<file path="src/rtl/sys_array_pkg.sv">
// Shared types and helpers for the systolic-array result path.
package sys_array_pkg;

  // Drain controller states: waiting for a result, or streaming one out.
  typedef enum logic {IDLE, STREAM} drain_state_t;

  // Index width for a dimension of w entries, never narrower than one bit.
  function automatic int idx_width(int w);
    int bits;
    bits = $clog2(w);
    return (bits < 1) ? 1 : bits;
  endfunction

endpackage

</file>
<file path="src/rtl/sys_array_rise_detect.sv">
// Rising-edge detector on a level signal. The history register resets to
// RESET_VAL, so a level that is already high when reset releases can be
// ignored by choosing RESET_VAL = 1.
module sys_array_rise_detect #(
  parameter logic RESET_VAL = 1'b0
) (
  input  logic clk,
  input  logic reset,
  input  logic in,
  output logic rise
);

  logic hist_reg;

  // Remember the level seen at the previous edge.
  always_ff @(posedge clk) begin
    if (reset) begin
      hist_reg <= RESET_VAL;
    end else begin
      hist_reg <= in;
    end
  end

  assign rise = in & ~hist_reg;

endmodule

</file>
<file path="src/rtl/sys_array_result_drain.sv">
// Snapshots the fetcher's ARRAY_W x ARRAY_W result matrix on a rising
// comp_ready and streams it out one element per valid/ready beat.
module sys_array_result_drain
  import sys_array_pkg::*;
#(
  parameter int DATA_WIDTH = 8,
  parameter int ARRAY_W    = 5,
  parameter bit COL_MAJOR  = 1'b0
) (
  input  logic                                             clk,
  input  logic                                             reset,
  input  logic                                             comp_ready,
  input  logic [0:ARRAY_W-1][0:ARRAY_W-1][2*DATA_WIDTH-1:0] in_data,
  output logic                                             out_valid,
  input  logic                                             out_ready,
  output logic [2*DATA_WIDTH-1:0]                          out_elem,
  output logic [idx_width(ARRAY_W)-1:0]                    out_row,
  output logic [idx_width(ARRAY_W)-1:0]                    out_col,
  output logic                                             out_last,
  output logic                                             busy,
  output logic                                             done,
  output logic                                             overflow
);

  localparam int IDXW = idx_width(ARRAY_W);
  localparam int NUM  = ARRAY_W * ARRAY_W;
  localparam int KW   = idx_width(NUM);
  localparam int EW   = 2 * DATA_WIDTH;
  localparam logic [IDXW-1:0] IDX_MAX = IDXW'(ARRAY_W - 1);
  localparam logic [KW-1:0]   K_MAX   = KW'(NUM - 1);

  drain_state_t   state_reg, state_next;
  logic [KW-1:0]   k_reg, k_next;
  logic [IDXW-1:0] row_reg, row_next;
  logic [IDXW-1:0] col_reg, col_next;
  logic [EW-1:0]   elem_reg, elem_next;
  logic            last_reg, last_next;
  logic            done_reg, done_next;
  logic            overflow_reg, overflow_next;

  logic            capture;
  logic            beat;
  logic            restart;
  logic            load;

  // The buffer is stored in stream order, so draining is a plain counter walk
  // regardless of COL_MAJOR.
  logic [EW-1:0] ordered [NUM];
  logic [EW-1:0] buf_reg [NUM];

  genvar gi;
  generate
    for (gi = 0; gi < NUM; gi++) begin : g_order
      localparam int R = COL_MAJOR ? (gi % ARRAY_W) : (gi / ARRAY_W);
      localparam int C = COL_MAJOR ? (gi / ARRAY_W) : (gi % ARRAY_W);
      assign ordered[gi] = in_data[R][C];
    end
  endgenerate

  // A comp_ready already high at reset release must not look like a new result.
  sys_array_rise_detect #(
    .RESET_VAL(1'b1)
  ) u_rise (
    .clk  (clk),
    .reset(reset),
    .in   (comp_ready),
    .rise (capture)
  );

  assign beat    = (state_reg == STREAM) && out_ready;
  assign restart = capture && ((state_reg == IDLE) || (beat && last_reg));

  // Snapshot the whole matrix whenever a new stream starts.
  always_ff @(posedge clk) begin
    if (load) begin
      for (int i = 0; i < NUM; i++) begin
        buf_reg[i] <= ordered[i];
      end
    end
  end

  // Next-state, index advance and output-register update.
  always_comb begin
    state_next    = state_reg;
    k_next        = k_reg;
    row_next      = row_reg;
    col_next      = col_reg;
    elem_next     = elem_reg;
    last_next     = last_reg;
    done_next     = 1'b0;
    overflow_next = overflow_reg;
    load          = 1'b0;

    case (state_reg)
      IDLE: begin
        // Only a capture leaves IDLE; handled by the restart path below.
      end
      STREAM: begin
        if (beat && last_reg) begin
          done_next  = 1'b1;
          state_next = IDLE;
          last_next  = 1'b0;
        end else begin
          // A result arriving mid-stream cannot be held; flag and drop it.
          if (capture) begin
            overflow_next = 1'b1;
          end
          if (beat) begin
            k_next    = k_reg + KW'(1);
            elem_next = buf_reg[k_next];
            last_next = (k_next == K_MAX);
            if (COL_MAJOR) begin
              if (row_reg == IDX_MAX) begin
                row_next = '0;
                col_next = col_reg + IDXW'(1);
              end else begin
                row_next = row_reg + IDXW'(1);
              end
            end else begin
              if (col_reg == IDX_MAX) begin
                col_next = '0;
                row_next = row_reg + IDXW'(1);
              end else begin
                col_next = col_reg + IDXW'(1);
              end
            end
          end
        end
      end
      default: state_next = IDLE;
    endcase

    // New stream from IDLE, or back-to-back with the final beat of the last one.
    if (restart) begin
      load       = 1'b1;
      state_next = STREAM;
      k_next     = '0;
      row_next   = '0;
      col_next   = '0;
      elem_next  = ordered[0];
      last_next  = (NUM == 1);
    end
  end

  // State and output registers.
  always_ff @(posedge clk) begin
    if (reset) begin
      state_reg    <= IDLE;
      k_reg        <= '0;
      row_reg      <= '0;
      col_reg      <= '0;
      elem_reg     <= '0;
      last_reg     <= 1'b0;
      done_reg     <= 1'b0;
      overflow_reg <= 1'b0;
    end else begin
      state_reg    <= state_next;
      k_reg        <= k_next;
      row_reg      <= row_next;
      col_reg      <= col_next;
      elem_reg     <= elem_next;
      last_reg     <= last_next;
      done_reg     <= done_next;
      overflow_reg <= overflow_next;
    end
  end

  assign out_valid = (state_reg == STREAM);
  assign busy      = (state_reg == STREAM);
  assign out_elem  = elem_reg;
  assign out_row   = row_reg;
  assign out_col   = col_reg;
  assign out_last  = last_reg;
  assign done      = done_reg;
  assign overflow  = overflow_reg;

endmodule

</file>
<file path="config.mk">
export PLATFORM = sky130hd
export DESIGN_NAME = sys_array_result_drain
export DESIGN_NICKNAME = d
export VERILOG_FILES = /design/src/rtl/sys_array_pkg.sv /design/src/rtl/sys_array_rise_detect.sv /design/src/rtl/sys_array_result_drain.sv
export SDC_FILE = /design/constraint.sdc
export NUM_CORES = 1
export LEC_CHECK = 0
export CORE_AREA = 2 2 178 180
export CTS_BUF_LIST = sky130_fd_sc_hd__clkbuf_8
export CTS_CLUSTER_SIZE = 20
export DETAILED_ROUTE_END_ITERATION = 12
export DIE_AREA = 0 0 180 182
export DONT_BUFFER_PORTS = 1
export PLACE_DENSITY = 0.7
export SYNTH_ARGS = -nofsm -noshare
export SYNTH_HDL_FRONTEND = slang
export SYNTH_HIERARCHICAL = 1
export SYNTH_SLANG_ARGS = --single-unit
</file>
<file path="constraint.sdc">
create_clock -name clk -period 13.1 [get_ports clk]
set_clock_uncertainty 0.15 [all_clocks]
set_input_delay 1.31 -clock clk [delete_from_list [all_inputs] [get_ports clk]]
set_output_delay 1.31 -clock clk [all_outputs]
set_load 0.01 [all_outputs]
</file>
Yosys cells after proc, flatten, opt, wreduce, memory -nomap -nowiden
Memories as Yosys holds them, arrays and structs flattened.
Index checks and enable logic that the tools add are counted.
{"block": "classes", "eq_ne": 3, "reduce_logical": 14, "add_sub_neg": 3, "n_bitwise": 4, "muxes": 14}
{"op": "16-bit two-way mux", "count": 4}
{"op": "1-bit two-way mux", "count": 9}
{"op": "3-bit AND reduction", "count": 3}
{"op": "3-bit by 1-bit adder with 3-bit output (second input constant)", "count": 2}
{"op": "2-bit nonzero test", "count": 3}
{"op": "5-bit by 1-bit adder with 5-bit output (second input constant)", "count": 1}
{"op": "5-bit == test (second input constant)", "count": 1}
{"op": "4-bit AND reduction", "count": 1}
{"op": "2-bit OR reduction", "count": 2}
{"op": "3-bit == test (second input constant)", "count": 1}
{"op": "1-bit logical AND", "count": 3}
{"op": "3-bit two-way mux", "count": 1}
{"op": "1-bit inverter", "count": 3}
{"op": "2-bit != test (second input constant)", "count": 1}
{"op": "2-bit AND reduction", "count": 1}
{"op": "1-bit AND", "count": 1}
{"op": "1-bit logical OR", "count": 1}
{"block": "word_totals", "in_bits": 404, "register_bits": 32, "mem_bits_rw": 400, "out_inout_bits": 27, "memories": 1, "elab_cells": 48}
{"name": "buf_reg", "depth": 25, "word_bits": 16, "read_ports": 1, "rd_ports_with_merged_regs": 0, "write_ports": 25, "line_no": "sys_array_result_drain.sv:49", "text": "logic [EW-1:0] buf_reg [NUM];"}

Logic depth before layout (Yosys ltp)
{"block": "logic_depth", "depth_word": 7, "ltp_mapped": 9, "mapped_depth_nobuf": 6}

Cells and area by module
The synthesis kept the hierarchy.
{"mod": "sys_array_result_drain", "seq_area_each_um2": 12632.1, "area_each_um2": 16796.1, "cells_per_inst": 854, "n_inst": 1}
{"mod": "sys_array_rise_detect", "seq_area_each_um2": 20.0, "area_each_um2": 32.5, "cells_per_inst": 3, "n_inst": 1}

Worst setup path before layout
No wires, ideal clock.
{"block": "synth_timing", "path_type": "input to register", "startpoint": "input comp_ready", "endpoint": "register elem_reg[0], in the netlist out_elem[0]", "slack_ns": -0.879, "arrival_time_ns": 13.715, "t_required_ns": 12.836, "path_stages": 6, "setup_ns": 0.114, "cell_sequence": "nor2b_1 nor2b_1 clkbuf_1 clkbuf_1 a21oi_1 o22ai_1"}
{"block": "synth_between", "elab_chain_cells": 4}
{"element": "from (decl)", "line_no": "sys_array_result_drain.sv:12", "text": "input logic comp_ready,"}
{"element": "1-bit AND (*)", "line_no": "sys_array_rise_detect.sv:24", "text": "assign rise = in & ~hist_reg;"}
{"element": "1-bit logical AND (*)", "line_no": "sys_array_result_drain.sv:71", "text": "assign restart = capture && ((state_reg == IDLE) || (beat && last_reg));"}
{"element": "2-bit != test (no source line) or 2-bit nonzero test (tied branches)"}
{"element": "3-bit AND reduction (no source line)"}
{"element": "to (signal assigned)", "line_no": "sys_array_result_drain.sv:161", "text": "elem_reg <= elem_next;"}
{"element": "to (decl)", "line_no": "sys_array_result_drain.sv:36", "text": "logic [EW-1:0] elem_reg, elem_next;"}
Mark *: on every way between the ends. The rest lies on a longest branch, timed or not.
A chain may end at the register's enable or synchronous reset.

Worst setup path in the final report
{"block": "layout_timing", "startpoint": "input comp_ready", "endpoint": "register elem_reg[1], in the netlist out_elem[1]"}
Same word-level chain as after synthesis.

==> flow_summary.yaml <==
grt:
  grt_pass1_wl_um: 55780
  grt_max_degree: 216
  grt_usage: 0.2368
  grt_antenna_before_repair: 11
  grt_pass1_vias: 8518
  grt_remaining_overflow: 0
logic_synthesis:
  syn-num-nets: 1266
  async_flop_share: 0
  yosysTopAreaCell: "edfxtp_1"
  synth-edff-count: 400
  yosys.area_share.adder: 0.003717
  synth_flop_cell: "edfxtp_1"
  netlist_top_cells_count: "edfxtp_1, mux4_2, nand2_1"
  ys_seq_elements: 432
  synth_compound_area_frac: 0.05041
  synth_most_common_cell: "edfxtp_1"
  synth-simple-area-share: 0.02766
  synth_area_leaders: "edfxtp_1, mux4_2, dfxtp_1, mux2_2, mux2i_1"
  synth_xor_area_frac: 0.003643
  yosysWarnings: 6
  synth_top_area_frac: 0.7138
  synth.avg_cell_area_um2: 19.64
  synth_top_family_by_area: "multiplexers"
  synth_mux_area_frac: 0.1441
  yosysUniqueCellTypes: 46
  syn_inst: 857
  netlist_area_um2: 16830
  yosysSeqAreaShare: 0.7518
clocking:
  postCtsSetupRepairBufs: 0
  clockRootBuffer: "clkbuf_8"
  cts.clk_slew.worst_paths_ns: 0.06
  clock_latency_ns: 0.61
  cts.repair.resized: 0
  htree_num_levels: 3
  cts.sinks: 432
  clockBufferDepth: 3
  cts_tree: "yes"
  cts_hold_buffers: 0
  cts_made_buffers: 72
floorplan:
  die_height_um: 182
  die_x_um: 180
  core-area_um2: 30990
  ios: 431
  dieArea_um2: 32760
  num_rows: 65
  start_util: 0.5431
place:
  numPortBuffers: 0
  dpl.hpwl_um: 26910
  gp_congestion: 0.8174
  dp_slack_ns: 8.094
  dpl_cell_area_um2: 17220
  dpl.cell_count: 1220
route:
  remaining_drc_errors: 0
  via_per_inst: 6.033
  routedWlPerCell_um: 28.91
  routed_wl_um: 39140
  dr_total_vias: 8169
  firstDrtPassIters: 7
  antenna_left: 0
  drtIter0Drc: 624
power:
  p_total_uw: 2758
  p_per_area_nw_per_um2: 148.8
  sw_frac_of_total: 0.2159
  pwr-share-seq: 0.571
  cell_internal_pwr_uw: 2163
  ir_drop_mv: 0.1269
  power_frac_clock: 0.392
  switching_power_uw: 595.4
  p_leak_uw: 0.005928
  combPwrFrac: 0.036
worst_setup_path:
  r2r_end: "out_elem[1]"
  cp-endpoint: "out_elem[1]"
  r2r_cells: 8
  crit_type: "in2reg"
  reg2reg_from: "out_last"
  crit_path_max_fanout: 215
  worstPathArrival_ns: 4.72
  crit_slowest_cell: "buf_4"
  startpoint: "comp_ready"
  crit_top_cell: "buf_4"
  cp-start-kind: "primary input"
  ff2ff_setup_slack_ns: 8.86
  max_stage_delay_ns: 0.82
  critPathCaptureType: "flip-flop"
  critical_path_required_ns: 13.45
  cp_cell_sequence: "nor2b_1, nor2b_4, buf_12, buf_4, buf_4, a21oi_1, o221ai_1, o21ai_0"
sta:
  final_hold_viol_count: 0
  post-route-period-util: 0.3334
  setup_slack_ns: 8.733
  rsz0062_at_grt: "false"
  slew_headroom: 0.1548
  fmax_mhz: 229.0
  final_max_slew_viol_count: 0
  period_needed_ns: 4.368
  setup_tns_ns: 0
  tightest_slew_ns: 1.268
  setup-violations-final: 0
layout:
  drive_gt1_frac: 0.2421
  instances_no_fill: 1354
  largest_reg_flops: 400
  area_growth_pct: 10.15
  stdcell_area_um2: 18540
  fill_cells: 2200
  final_nets: 1301
flow_run:
  cap_violations: 0
min_path:
  hold_path.class: "reg2reg"
outcome:
  status: "complete, no violations"
area by class of cell:
class	instances	area [µm²]	share of cell area
clock buffer	73	1005	0.05420
tap	402	503.0	0.02713
multi-input combinational	359	3904	0.2106
clock inverter	55	299.0	0.01613
antenna	6	15.01	0.0008100
sequential	432	12660	0.6828
timing repair buffer	11	95.09	0.005130
inverter	16	60.06	0.003240
worst max-delay path, delay by kind of cell:
family	cells	cell delay (ns)
AO/OA/AOI/OAI	3	0.40
buffers and inverters	3	2.29
AND/OR/NAND/NOR	2	0.42
cells by family (layout without fill, tap and decap cells):
logic type	after synthesis	in the layout
mux	133	133
buf+inv	66	155
simple gates	96	96
xor+xnor	7	7
fa+ha+maj	5	5
compound gates	118	118
other cells	0	6
flops	432	432
worst min-delay path by stage:
stage	startpoint	to	slack (ns)	cells past startpoint
after floorplan	out_col[1]	out_col[1]	0.35	2
after global placement	u_rise/hist_reg	busy	0.38	3
after detailed placement	overflow	overflow	0.39	2
after CTS	overflow	overflow	0.40	2
after global routing	overflow	overflow	0.42	2
final	u_rise/hist_reg	busy	0.40	3
power by group through the flow:
stage	clock [µW]	combinational (µW)	sequential (µW)
2_1_floorplan	0	81.2	1600
3_3_place_gp	0	101	1600
3_5_place_dp	0	102	1600
4_1_cts	1110	102	1580
5_1_grt	1170	109	1580
6_report	1080	101	1580
metrics by stage:
step                  util  hold slack [ns]
finish              0.5982           0.4036
global placement    0.5557           0.3762
global route        0.5980           0.4215
CTS                 0.5977           0.4045
detailed placement  0.5557           0.3906
floorplan                -           0.3542
placed cells by master, fill, tap and decap left out, drive strengths merged, types with 6 or more instances in the layout:
master / Yosys / routed
a21oi: 22 / 22
clkbuf: 22 / 73
o21ai: 15 / 15
inv: 16 / 47
diode: 0 / 6
mux2i: 15 / 15
a32o: 12 / 12
mux4: 84 / 84
a21o: 12 / 12
nand2: 40 / 40
o22ai: 20 / 20
edfxtp: 400 / 400
clkinv: 0 / 18
a211o: 12 / 12
mux2: 34 / 34
nor2: 22 / 22
nor2b: 14 / 14
nor3: 6 / 6
dfxtp: 32 / 32
buf: 28 / 11
o221ai: 15 / 15
routing by layer:
metal	vias to the layer above	track usage	wire length, µm
li1	3589	-	-
met1	4066	0.2837	14620
met2	441	0.3871	19530
met3	63	0.1061	4225
met4	10	0.07480	705
met5	-	0	67
(Power assumes the default switching activity.)
